### src/rtl/data_mem_param_pkg.sv
// Shared definitions for the byte-lane data memory: default geometry and
// the controller state encoding.
package data_mem_param_pkg;

  localparam int DEF_DATA_W = 8;
  localparam int DEF_ADDR_W = 7;

  // IDLE services read/write requests; CLEAR zero-fills the whole array.
  typedef enum logic {
    IDLE  = 1'b0,
    CLEAR = 1'b1
  } state_e;

endpackage

### src/rtl/data_mem_param_byte_lane_merge.sv
// Byte-lane merge: takes lanes from new_word where byte_en is set and keeps
// old_word lanes elsewhere. Lane k covers bits [8k+7:8k].
module byte_lane_merge
  import data_mem_param_pkg::*;
#(
  parameter  int DATA_W = DEF_DATA_W,
  localparam int LANES  = DATA_W / 8
) (
  input  logic [DATA_W-1:0] old_word,
  input  logic [DATA_W-1:0] new_word,
  input  logic [LANES-1:0]  byte_en,
  output logic [DATA_W-1:0] merged
);

  // Per-lane select between the stored and the incoming byte.
  // NOTE: the output is assigned a default first so every path drives it
  // and no latch is inferred.
  always_comb begin
    merged = old_word;
    for (int k = 0; k < LANES; k++) begin
      if (byte_en[k]) merged[8*k +: 8] = new_word[8*k +: 8];
    end
  end

endmodule

### src/rtl/data_mem_param.sv
// Single-port word memory with per-byte write enables, 1-cycle registered
// reads and a whole-array zero fill that runs after reset and on a clear
// pulse. While filling, busy is high and all requests are dropped.
module data_mem_param
  import data_mem_param_pkg::*;
#(
  parameter  int DATA_W = DEF_DATA_W,
  parameter  int ADDR_W = DEF_ADDR_W,
  localparam int LANES  = DATA_W / 8,
  localparam int DEPTH  = 2 ** ADDR_W
) (
  input  logic              clk,
  input  logic              reset,
  input  logic [DATA_W-1:0] mem_in,
  input  logic [ADDR_W-1:0] line_number,
  input  logic              mem_read,
  input  logic              mem_write,
  input  logic [LANES-1:0]  byte_en,
  input  logic              clear,
  output logic [DATA_W-1:0] mem_out,
  output logic              rd_valid,
  output logic              busy
);

  // One extra bit keeps the terminal compare from aliasing on wrap-around.
  localparam logic [ADDR_W:0] FILL_LAST = (ADDR_W + 1)'(DEPTH - 1);

  // Contents start defined in simulation, before the first reset fill.
  logic [DATA_W-1:0] mem [DEPTH] = '{default: '0};

  state_e            state, state_nxt;
  logic [ADDR_W:0]   fill_cnt, fill_cnt_nxt;
  logic              rd_en;
  logic              wr_en;
  logic [ADDR_W-1:0] wr_addr;
  logic [DATA_W-1:0] wr_data;
  logic [DATA_W-1:0] merged;

  byte_lane_merge #(.DATA_W(DATA_W)) u_merge (
    .old_word (mem[line_number]),
    .new_word (mem_in),
    .byte_en  (byte_en),
    .merged   (merged)
  );

  // Controller next-state and write-port steering.
  always_comb begin
    state_nxt    = state;
    fill_cnt_nxt = fill_cnt;
    rd_en        = 1'b0;
    wr_en        = 1'b0;
    wr_addr      = line_number;
    wr_data      = merged;
    case (state)
      IDLE: begin
        // A request in the same cycle as clear is serviced before the fill.
        rd_en = mem_read;
        wr_en = mem_write;
        if (clear) begin
          state_nxt    = CLEAR;
          fill_cnt_nxt = '0;
        end
      end
      CLEAR: begin
        wr_en        = 1'b1;
        wr_addr      = fill_cnt[ADDR_W-1:0];
        wr_data      = '0;
        fill_cnt_nxt = fill_cnt + 1'b1;
        if (fill_cnt == FILL_LAST) state_nxt = IDLE;
      end
    endcase
  end

  // Controller state, fill counter and registered read outputs.
  // NOTE: sequential state uses non-blocking assignments so every register
  // samples pre-edge values regardless of statement order.
  always_ff @(posedge clk) begin
    if (reset) begin
      state    <= CLEAR;
      fill_cnt <= '0;
      mem_out  <= '0;
      rd_valid <= 1'b0;
      busy     <= 1'b1;
    end else begin
      state    <= state_nxt;
      fill_cnt <= fill_cnt_nxt;
      busy     <= (state_nxt == CLEAR);
      rd_valid <= rd_en;
      // Reads see the pre-write word when a write hits the same address.
      if (rd_en) mem_out <= mem[line_number];
    end
  end

  // Storage array write port.
  // NOTE: the array has no reset branch; it is cleared by the fill sequence
  // so it can map onto RAM macros.
  always_ff @(posedge clk) begin
    if (wr_en && !reset) mem[wr_addr] <= wr_data;
  end

endmodule

### config.mk
export PLATFORM = sky130hd
export DESIGN_NAME = data_mem_param
export DESIGN_NICKNAME = d
export VERILOG_FILES = /design/src/rtl/data_mem_param_pkg.sv /design/src/rtl/data_mem_param_byte_lane_merge.sv /design/src/rtl/data_mem_param.sv
export SDC_FILE = /design/constraint.sdc
export NUM_CORES = 1
export LEC_CHECK = 0
export CORE_AREA = 5 5 308 310
export DETAILED_ROUTE_END_ITERATION = 16
export DIE_AREA = 0 0 313 315
export HOLD_SLACK_MARGIN = 0.12
export PLACE_DENSITY_LB_ADDON = 0.25
export SYNTH_ARGS = -nofsm -noshare
export SYNTH_HDL_FRONTEND = slang
export SYNTH_SLANG_ARGS = --single-unit
### constraint.sdc
create_clock -name clk -period 18.1 [get_ports clk]
set_input_delay 5.43 -clock clk [delete_from_list [all_inputs] [get_ports clk]]
set_output_delay 5.43 -clock clk [all_outputs]
set_load 0.1 [all_outputs]
==> results.py, run 1 <==
metrics = {
    "timing": {
        "setup_violations": 0,
        "worst_pin_slew_ns": 1.39,
        "final.setup.tns_ns": 0,
        "min_period_ns": 9.56,
        "hold_viol": 0,
        "slew-limit-headroom": 0.0661,
        "slew_violations": 0,
        "fin_ws_ns": 8.54,
        "period_share": 0.528,
        "fin_skew_ns": 0.0342,
        "holdWs_ns": 0.545,
        "rsz0062_at_grt": "false",
        "fmax_mhz": 105,
    },
    "clock_network": {
        "cts_tree": "done",
        "cts.sinks": 1042,
        "numCtsBuffers": 106,
        "path_clk_slew_ns": 0.06,
        "postCtsHoldBufs": 0,
        "root_buffer": "clkbuf_16",
        "post-cts-setup-buffers": 0,
        "cts_buffer_depth": 3,
        "htreeDepth": 3,
        "cts_resized": 0,
        "clock_latency_ns": 0.69,
    },
    "routing": {
        "drtPass1Iterations": 6,
        "ant_nets": 0,
        "via_per_inst": 6.07,
        "drc": 0,
        "num_vias": 20300,
        "routed_wl_mm": 97.7,
        "drt_iter0_drc": 2414,
        "wl_per_cell_um": 29.2,
    },
    "logic_synthesis": {
        "yosys_warnings": 0,
        "yosysSeqAreaShare": 0.758,
        "synth_top_area_cell": "edfxtp_1",
        "synth_edf_count": 1024,
        "syn_area_mm2": 0.0410,
        "ys_ff_latch": 1042,
        "yosysMostFrequentCell": "edfxtp_1",
        "ys.flop_type": "edfxtp_1",
        "synth_cells": 2005,
        "ys_async_sr_fraction": 0,
        "synth_nets": 2027,
        "synthTopCellsByArea": "edfxtp_1 75%, mux4_2 11%, mux2i_1 2.0%",
        "synth_top_area_frac": 0.749,
        "synth_common_cells": "1024 x edfxtp_1, 198 x mux4_2, 154 x nor2_1",
        "syn_area_per_cell_um2": 20.5,
        "synth.distinct_cells": 59,
    },
    "critical_path": {
        "rr_startpoint": "state",
        "end_kind": "flip-flop",
        "r2r_end": "mem[97][5]",
        "reg2regPathDepth": 5,
        "critPathLaunchType": "input pin",
        "reg2reg_setup_slack_ns": 14.01,
        "critPathKind": "in -> reg",
        "startpoint": "line_number[0]",
        "cp.arrival_ns": 9.89,
        "cp_max_fo": 110,
        "crit_required_ns": 18.43,
    },
    "placement": {
        "placed_cell_area_mm2": 0.0423,
        "post-place-ws_ns": 7.83,
        "port_buffers": 30,
        "dp_hpwl_mm": 59.3,
        "place_congestion": 0.906,
    },
    "grt": {
        "grt_pass1_vias": 20500,
        "antenna_found_initial": 1,
        "grt_pass1_wl_mm": 143,
        "grtUsageTotal": 0.197,
        "grt_max_degree": 111,
        "grt-ovfl-total": 0,
    },
    "min_path": {
        "hold_depth": 2,
        "hp-class": "reg -> reg",
        "min_delay_worst_endpoint": "fill_cnt[7]",
        "hold_start": "fill_cnt[7]",
    },
    "run_status": {
        "run_status": "finished clean",
    },
    "floorplanning": {
        "die_w_um": 313,
        "num_io_pins": 31,
        "rows": 111,
        "fp.coreArea_mm2": 0.0914,
        "die_area_mm2": 0.0986,
        "die_height_um": 315,
        "initial_core_util": 0.449,
    },
    "job": {
        "drv_cap": 0,
    },
    "final_layout": {
        "nFillCells": 7323,
        "fin_util": 0.502,
        "final_cell_area_mm2": 0.0459,
        "nets": 2086,
        "drive_gt1_frac": 0.202,
        "antenna_cells": 0,
        "area_growth_pct": 11.8,
    },
    "power_and_ir_drop": {
        "ir_worst_vdd_uv": 78.9,
        "p_leak_nw": 14.9,
        "power.density_mw_per_mm2": 110,
    },
}
==> worst max path at each step <==
stage	endpoint	slack (ns)	cells after the start
finish	mem[37][4]	8.54	9
CTS	mem[32][4]	8.54	9
floorplan	mem[0][7]	2.48	11
global placement	mem[90][4]	7.97	9
global route	mem[37][4]	8.21	9
detailed placement	mem[89][4]	7.83	9
==> cell families (layout without fill, tap and decap cells) <==
kind of cell | after synthesis | in the layout | synth area share
buf+inv | 120 | 272 | 0.0218
compound gates | 235 | 235 | 0.0420
mux | 305 | 305 | 0.143
flops | 1042 | 1042 | 0.758
fa+ha+maj | 1 | 1 | 0.000305
simple gates | 302 | 302 | 0.0346
==> power breakdown <==
part / switching (mW) / total (mW) / leakage (nW) / internal, mW
logic: 0.118 / 0.193 / 3.20 / 0.0755
clock network: 0.913 / 2.22 / 1.73 / 1.31
registers: 0.00176 / 2.61 / 9.94 / 2.61
total: 1.03 / 5.03 / 14.9 / 4.00
==> layout by cell type (no fill, tap or decap), drive strengths merged, types with 5 or more instances in the layout <==
cell | synthesis | layout
a211oi | 18 | 18
a21oi | 44 | 44
a22o | 17 | 17
a22oi | 42 | 42
buf | 77 | 41
bufinv | 0 | 15
clkbuf | 39 | 131
clkdlybuf4s50 | 0 | 26
clkinv | 1 | 49
dfxtp | 18 | 18
edfxtp | 1024 | 1024
inv | 3 | 7
mux2i | 82 | 82
mux4 | 219 | 219
nand2 | 47 | 47
nand2b | 13 | 13
nand3 | 22 | 22
nand3b | 10 | 10
nor2 | 154 | 154
nor2b | 6 | 6
nor3 | 5 | 5
nor3b | 5 | 5
nor4 | 7 | 7
o21ai | 15 | 15
o221ai | 33 | 33
o22ai | 36 | 36
o31ai | 6 | 6
o32ai | 14 | 14
or2 | 12 | 12
or4 | 7 | 7
==> per-layer routing <==
layer | GRT usage | part of all wire | vias to the layer above
li1 | - | - | 8532
met1 | 0.290 | 0.42 | 10700
met2 | 0.304 | 0.46 | 921
met3 | 0.0412 | 0.089 | 168
met4 | 0.0495 | 0.023 | 0
met5 | 0 | 0 | -
==> per-stage QoR <==
step | std cells | total power, mW
after floorplan | 2005 | 2.80
after global placement | 3142 | 2.86
after detailed placement | 3142 | 2.86
after CTS | 3343 | 5.07
after global routing | 3343 | 5.17
final | 3343 | 5.03
==> worst max-delay path: stages <==
cell and delay, ns:
buf_8 0.60, buf_12 0.60, mux2i_1 0.20, o221ai_1 0.40
o32ai_1 0.19, or4_1 0.65, a211oi_2 0.28, a22o_4 0.38
buf_4 0.83
==> flip-flops by register name, indices dropped and copies added (netlist names) <==
register / count
fill_cnt: 8
mem: 1024
mem_out: 8
rd_valid: 1
state: 1
==> layout make-up <==
type,instances,area [µm²],area share
clock buffers,131,2780,0.0605
clock inverters,70,786,0.0171
inverters,4,15.0,0.000327
multi-input cells,843,9100,0.198
flip-flops and latches,1042,31100,0.678
well taps,1186,1480,0.0323
repair buffers,67,603,0.0131
(Power assumes the default switching activity.)
==> run 2, diff against run 1 <==
==> constraint.sdc (replaced) <==
create_clock -name clk -period 9.3 [get_ports clk]
set_input_delay 2.79 -clock clk [delete_from_list [all_inputs] [get_ports clk]]
set_output_delay 2.79 -clock clk [all_outputs]
set_load 0.1 [all_outputs]
==> results.py, run 2 (same netlist as run 1, synthesis figures left out) <==
metrics = {
    "grt": {
        "grt-ovfl-total": 0,
        "grt_max_degree": 129,
        "grt_pass1_vias": 20600,
        "grtUsageTotal": 0.198,
        "antenna_found_initial": 1,
        "grt_pass1_wl_mm": 144,
    },
    "clock_network": {
        "postCtsHoldBufs": 0,
        "root_buffer": "clkbuf_16",
        "path_clk_slew_ns": 0.06,
        "post-cts-setup-buffers": 0,
        "numCtsBuffers": 105,
        "cts_tree": "done",
        "clock_latency_ns": 0.67,
        "cts.sinks": 1042,
        "cts_buffer_depth": 3,
        "htreeDepth": 3,
        "cts_resized": 0,
    },
    "min_path": {
        "hp-class": "reg -> reg",
    },
    "run_status": {
        "run_status": "finished clean",
    },
    "power_and_ir_drop": {
        "finalPower_mw": 9.66,
        "power.density_mw_per_mm2": 211,
        "ir_worst_vdd_uv": 157,
        "p_leak_nw": 15.0,
    },
    "placement": {
        "port_buffers": 30,
        "post-place-ws_ns": 1.79,
        "dp_hpwl_mm": 60.1,
        "place_congestion": 0.963,
        "dp_cells": 3139,
    },
    "final_layout": {
        "nets": 2084,
        "top_register": "mem",
        "drive_gt1_frac": 0.205,
        "largest_reg_flops": 1024,
        "layout_commonest_cell": "edfxtp_1",
        "nFillCells": 7302,
        "mostFrequentLayoutCells": "1024 x edfxtp_1, 198 x mux4_2, 154 x nor2_1",
        "area_growth_pct": 11.7,
        "reg.largest.list": "mem: 1024 flops, fill_cnt: 8 flops, mem_out: 8 flops",
        "finalNonFillerCells": 3340,
    },
    "job": {
        "drv_cap": 0,
    },
    "timing": {
        "min_period_ns": 6.81,
        "slew-limit-headroom": 0.0565,
        "slew_violations": 0,
        "final.setup.tns_ns": 0,
        "holdWs_ns": 0.565,
        "period_share": 0.732,
        "fin_ws_ns": 2.49,
        "fin_skew_ns": 0.0345,
        "rsz0062_at_grt": "false",
        "hold_viol": 0,
        "setup_violations": 0,
        "fmax_mhz": 147,
        "worst_pin_slew_ns": 1.41,
    },
    "critical_path": {
        "cp_cell_sequence": "buf_8, buf_4, mux4_2, o22ai_1, nor4_1, nor2_1, a211oi_2, a22o_4",
        "crit_path_end": "mem[91][4]",
        "slowest_delay_ns": 0.95,
        "cp_num_buf_inv": 2,
        "end_kind": "flip-flop",
        "cp.arrival_ns": 7.07,
        "crit_cells": 8,
        "cp_max_fo": 128,
        "reg2reg_setup_slack_ns": 4.98,
        "cp_top_family": "compound AO/OA/AOI/OAI gates",
        "critPathKind": "in -> reg",
        "crit_required_ns": 9.56,
        "r2r_end": "mem[69][2]",
        "critPathLaunchType": "input pin",
        "startpoint": "line_number[1]",
        "crit_slowest_cell": "a22o_4",
        "rr_startpoint": "state",
        "reg2regPathDepth": 5,
    },
    "floorplanning": {
        "rows": 111,
        "die_w_um": 313,
        "num_io_pins": 31,
        "initial_core_util": 0.449,
        "fp.coreArea_mm2": 0.0914,
        "die_area_mm2": 0.0986,
        "die_height_um": 315,
    },
    "routing": {
        "ant_nets": 0,
        "wl_per_cell_um": 29.4,
        "routed_wl_mm": 98.3,
        "via_per_inst": 6.08,
        "drt_iter0_drc": 2147,
        "drtPass1Iterations": 6,
        "drc": 0,
        "num_vias": 20300,
    },
}
run 2: cell types whose count changed in the layout (fill, tap and decap cells not counted), sizes merged:
cell,change
clkbuf,+7
bufinv,-6
inv,-4
clkinv,+2
clkinvlp,-2
buf,-1
diode,+1
run 2: worst min path at each step:
stage	from	endpoint	depth (start not counted)
floorplan	fill_cnt[3]	fill_cnt[3]	2
global placement	fill_cnt[3]	fill_cnt[3]	2
detailed placement	fill_cnt[3]	fill_cnt[3]	2
CTS	fill_cnt[3]	fill_cnt[3]	2
global route	fill_cnt[3]	fill_cnt[3]	2
finish	fill_cnt[3]	fill_cnt[3]	2
run 2: routing by layer:
| metal | up-vias | wire length [µm] | GRT usage |
|---|---|---|---|
| li1 | 8521 | - | - |
| met1 | 10800 | 41500 | 0.284 |
| met2 | 856 | 47100 | 0.315 |
| met3 | 169 | 6760 | 0.0360 |
| met4 | 2 | 2910 | 0.0592 |
| met5 | - | 9 | 0 |
run 2: area by class of cell:
type	count	area, µm²	area share
well taps	1186	1480	0.0324
clock buffers	138	2930	0.0639
clock inverters	60	522	0.0114
inverters	4	15.0	0.000328
diodes	1	2.50	0.0000546
multi-input cells	843	9120	0.199
flip-flops and latches	1042	31100	0.679
repair buffers	66	661	0.0144
run 2: per-stage QoR:
stage / util / instance area, µm²
final: 0.502 / 45800
after global routing: 0.502 / 45800
after CTS: 0.501 / 45800
after detailed placement: 0.463 / 42300
after global placement: 0.463 / 42300
after floorplan: - / 41000
run 2: worst register-to-register path, delay by kind of cell (launching register included):
kind / cells / cell delay [ns]
DFF: 1 / 0.31
and+or+nand+nor: 4 / 3.22
buffers and inverters: 1 / 0.39
run 2: report_power, final:
part           total, mW  internal [mW]  switching (mW)
Combinational      0.378          0.148           0.230
Clock               4.19           2.46            1.74
Sequential          5.09           5.08         0.00296
Total               9.66           7.69            1.97
==> run 3, diff against run 2 <==
==> constraint.sdc (replaced) <==
create_clock -name clk -period 7.1 [get_ports clk]
set_input_delay 2.13 -clock clk [delete_from_list [all_inputs] [get_ports clk]]
set_output_delay 2.13 -clock clk [all_outputs]
set_load 0.1 [all_outputs]
==> results.py, run 3 (same netlist as run 1, synthesis figures left out) <==
metrics = {
    "run_status": {
        "run_status": "finished clean",
    },
    "clock_network": {
        "path_clk_slew_ns": 0.06,
        "cts_resized": 0,
        "post-cts-setup-buffers": 0,
        "cts_buffer_depth": 3,
        "htreeDepth": 3,
        "clock_latency_ns": 0.66,
        "cts.sinks": 1042,
        "numCtsBuffers": 104,
        "root_buffer": "clkbuf_16",
        "postCtsHoldBufs": 0,
        "cts_tree": "done",
    },
    "timing": {
        "setup_violations": 0,
        "final.setup.tns_ns": 0,
        "period_share": 0.832,
        "fin_skew_ns": 0.0417,
        "slew-limit-headroom": 0.0792,
        "worst_pin_slew_ns": 1.38,
        "min_period_ns": 5.91,
        "holdWs_ns": 0.547,
        "rsz0062_at_grt": "false",
        "fmax_mhz": 169,
        "slew_violations": 0,
        "hold_viol": 0,
    },
    "critical_path": {
        "startpoint": "line_number[3]",
        "cp_cell_sequence": "clkdlybuf4s50_1, buf_4, nand3b_1, o22ai_1, nor4_1, nor2_1, a211oi_2, a22o_4",
        "critPathKind": "in -> reg",
        "cp_num_buf_inv": 2,
        "cp_top_family": "compound AO/OA/AOI/OAI gates",
        "cp.arrival_ns": 6.14,
        "slowest_delay_ns": 1.08,
        "critPathLaunchType": "input pin",
        "end_kind": "flip-flop",
        "rr_startpoint": "state",
        "reg2reg_setup_slack_ns": 3.30,
        "reg2regPathDepth": 5,
        "crit_required_ns": 7.33,
        "r2r_end": "mem[97][1]",
        "crit_slowest_cell": "a22o_4",
        "cp_max_fo": 128,
    },
    "min_path": {
        "hold_start": "fill_cnt[7]",
        "hp-class": "reg -> reg",
        "hold_depth": 2,
        "min_delay_worst_endpoint": "fill_cnt[7]",
    },
    "grt": {
        "antenna_found_initial": 0,
        "grt_pass1_wl_mm": 149,
        "grt-ovfl-total": 0,
        "grt_pass1_vias": 20800,
        "grtUsageTotal": 0.206,
        "grt_max_degree": 129,
    },
    "final_layout": {
        "antenna_cells": 0,
        "largest_reg_flops": 1024,
        "mostFrequentLayoutCells": "1024 x edfxtp_1, 198 x mux4_2, 153 x nor2_1",
        "layout_commonest_cell": "edfxtp_1",
        "finalNonFillerCells": 3433,
        "reg.largest.list": "mem: 1024 flops, fill_cnt: 8 flops, mem_out: 8 flops",
        "nets": 2183,
        "top_register": "mem",
        "drive_gt1_frac": 0.241,
        "area_growth_pct": 13.5,
    },
    "floorplanning": {
        "die_w_um": 313,
        "fp.coreArea_mm2": 0.0914,
        "die_height_um": 315,
        "initial_core_util": 0.449,
        "die_area_mm2": 0.0986,
        "num_io_pins": 31,
        "rows": 111,
    },
    "power_and_ir_drop": {
        "power.density_mw_per_mm2": 270,
        "ir_worst_vdd_uv": 220,
        "p_leak_nw": 15.5,
    },
    "routing": {
        "routed_wl_mm": 102,
        "via_per_inst": 6.04,
        "wl_per_cell_um": 29.7,
        "drtPass1Iterations": 5,
        "ant_nets": 0,
        "drt_iter0_drc": 2583,
        "num_vias": 20700,
        "drc": 0,
    },
    "placement": {
        "dp_hpwl_mm": 64.3,
        "dp_cells": 3241,
        "place_congestion": 0.936,
        "port_buffers": 30,
    },
    "job": {
        "drv_cap": 0,
    },
}
## run 3: final cells by class
class                      instances  area (µm²)
sequential                      1042       31100
clock buffer                     125        2800
clock inverter                    67         567
timing repair buffer             166        1460
fill                            7233       44800
inverter                           4        15.0
tap                             1186        1480
multi-input combinational        843        9120
## run 3: worst register-to-register path: cells and delay by family (launching register included)
kind | cells | cell delay, ns
simple gates | 2 | 1.34
buf+inv | 2 | 0.79
flops | 1 | 0.33
compound gates | 1 | 0.94
## run 3: how the worst max path moves through the flow
stage	endpoint	slack, ns	depth (start not counted)
floorplan	mem[0][7]	0.55	11
global placement	mem[118][4]	0.89	8
detailed placement	mem[121][4]	0.66	8
CTS	mem[118][4]	1.30	8
global route	mem[118][4]	1.12	8
finish	mem[118][4]	1.19	8
## run 3: per-stage QoR
| stage | power, mW | util | instance area [µm²] | worst slack [ns] |
|---|---|---|---|---|
| finish | 12.6 | 0.509 | 46600 | 1.19 |
| CTS | 12.6 | 0.509 | 46600 | 1.30 |
| global placement | 7.31 | 0.473 | 43200 | 0.894 |
| detailed placement | 7.31 | 0.473 | 43200 | 0.657 |
| floorplan | 7.14 | - | 41100 | 0.550 |
| global route | 12.9 | 0.509 | 46600 | 1.12 |
## run 3: where the power goes
group / leakage, nW / internal, mW / switching (mW) / total, mW
clock: 1.65 / 3.12 / 2.26 / 5.38
sequential: 10.0 / 6.66 / 0.00405 / 6.66
combinational: 3.78 / 0.202 / 0.311 / 0.513
total: 15.5 / 9.98 / 2.57 / 12.6
## run 3: metal layers
metal,GRT usage,part of all wire,routed length (µm),vias to the layer above
li1,-,-,-,8707
met1,0.297,0.41,42100,11000
met2,0.328,0.48,48600,902
met3,0.0435,0.088,8980,169
met4,0.0460,0.022,2270,0
met5,0,0,0,-
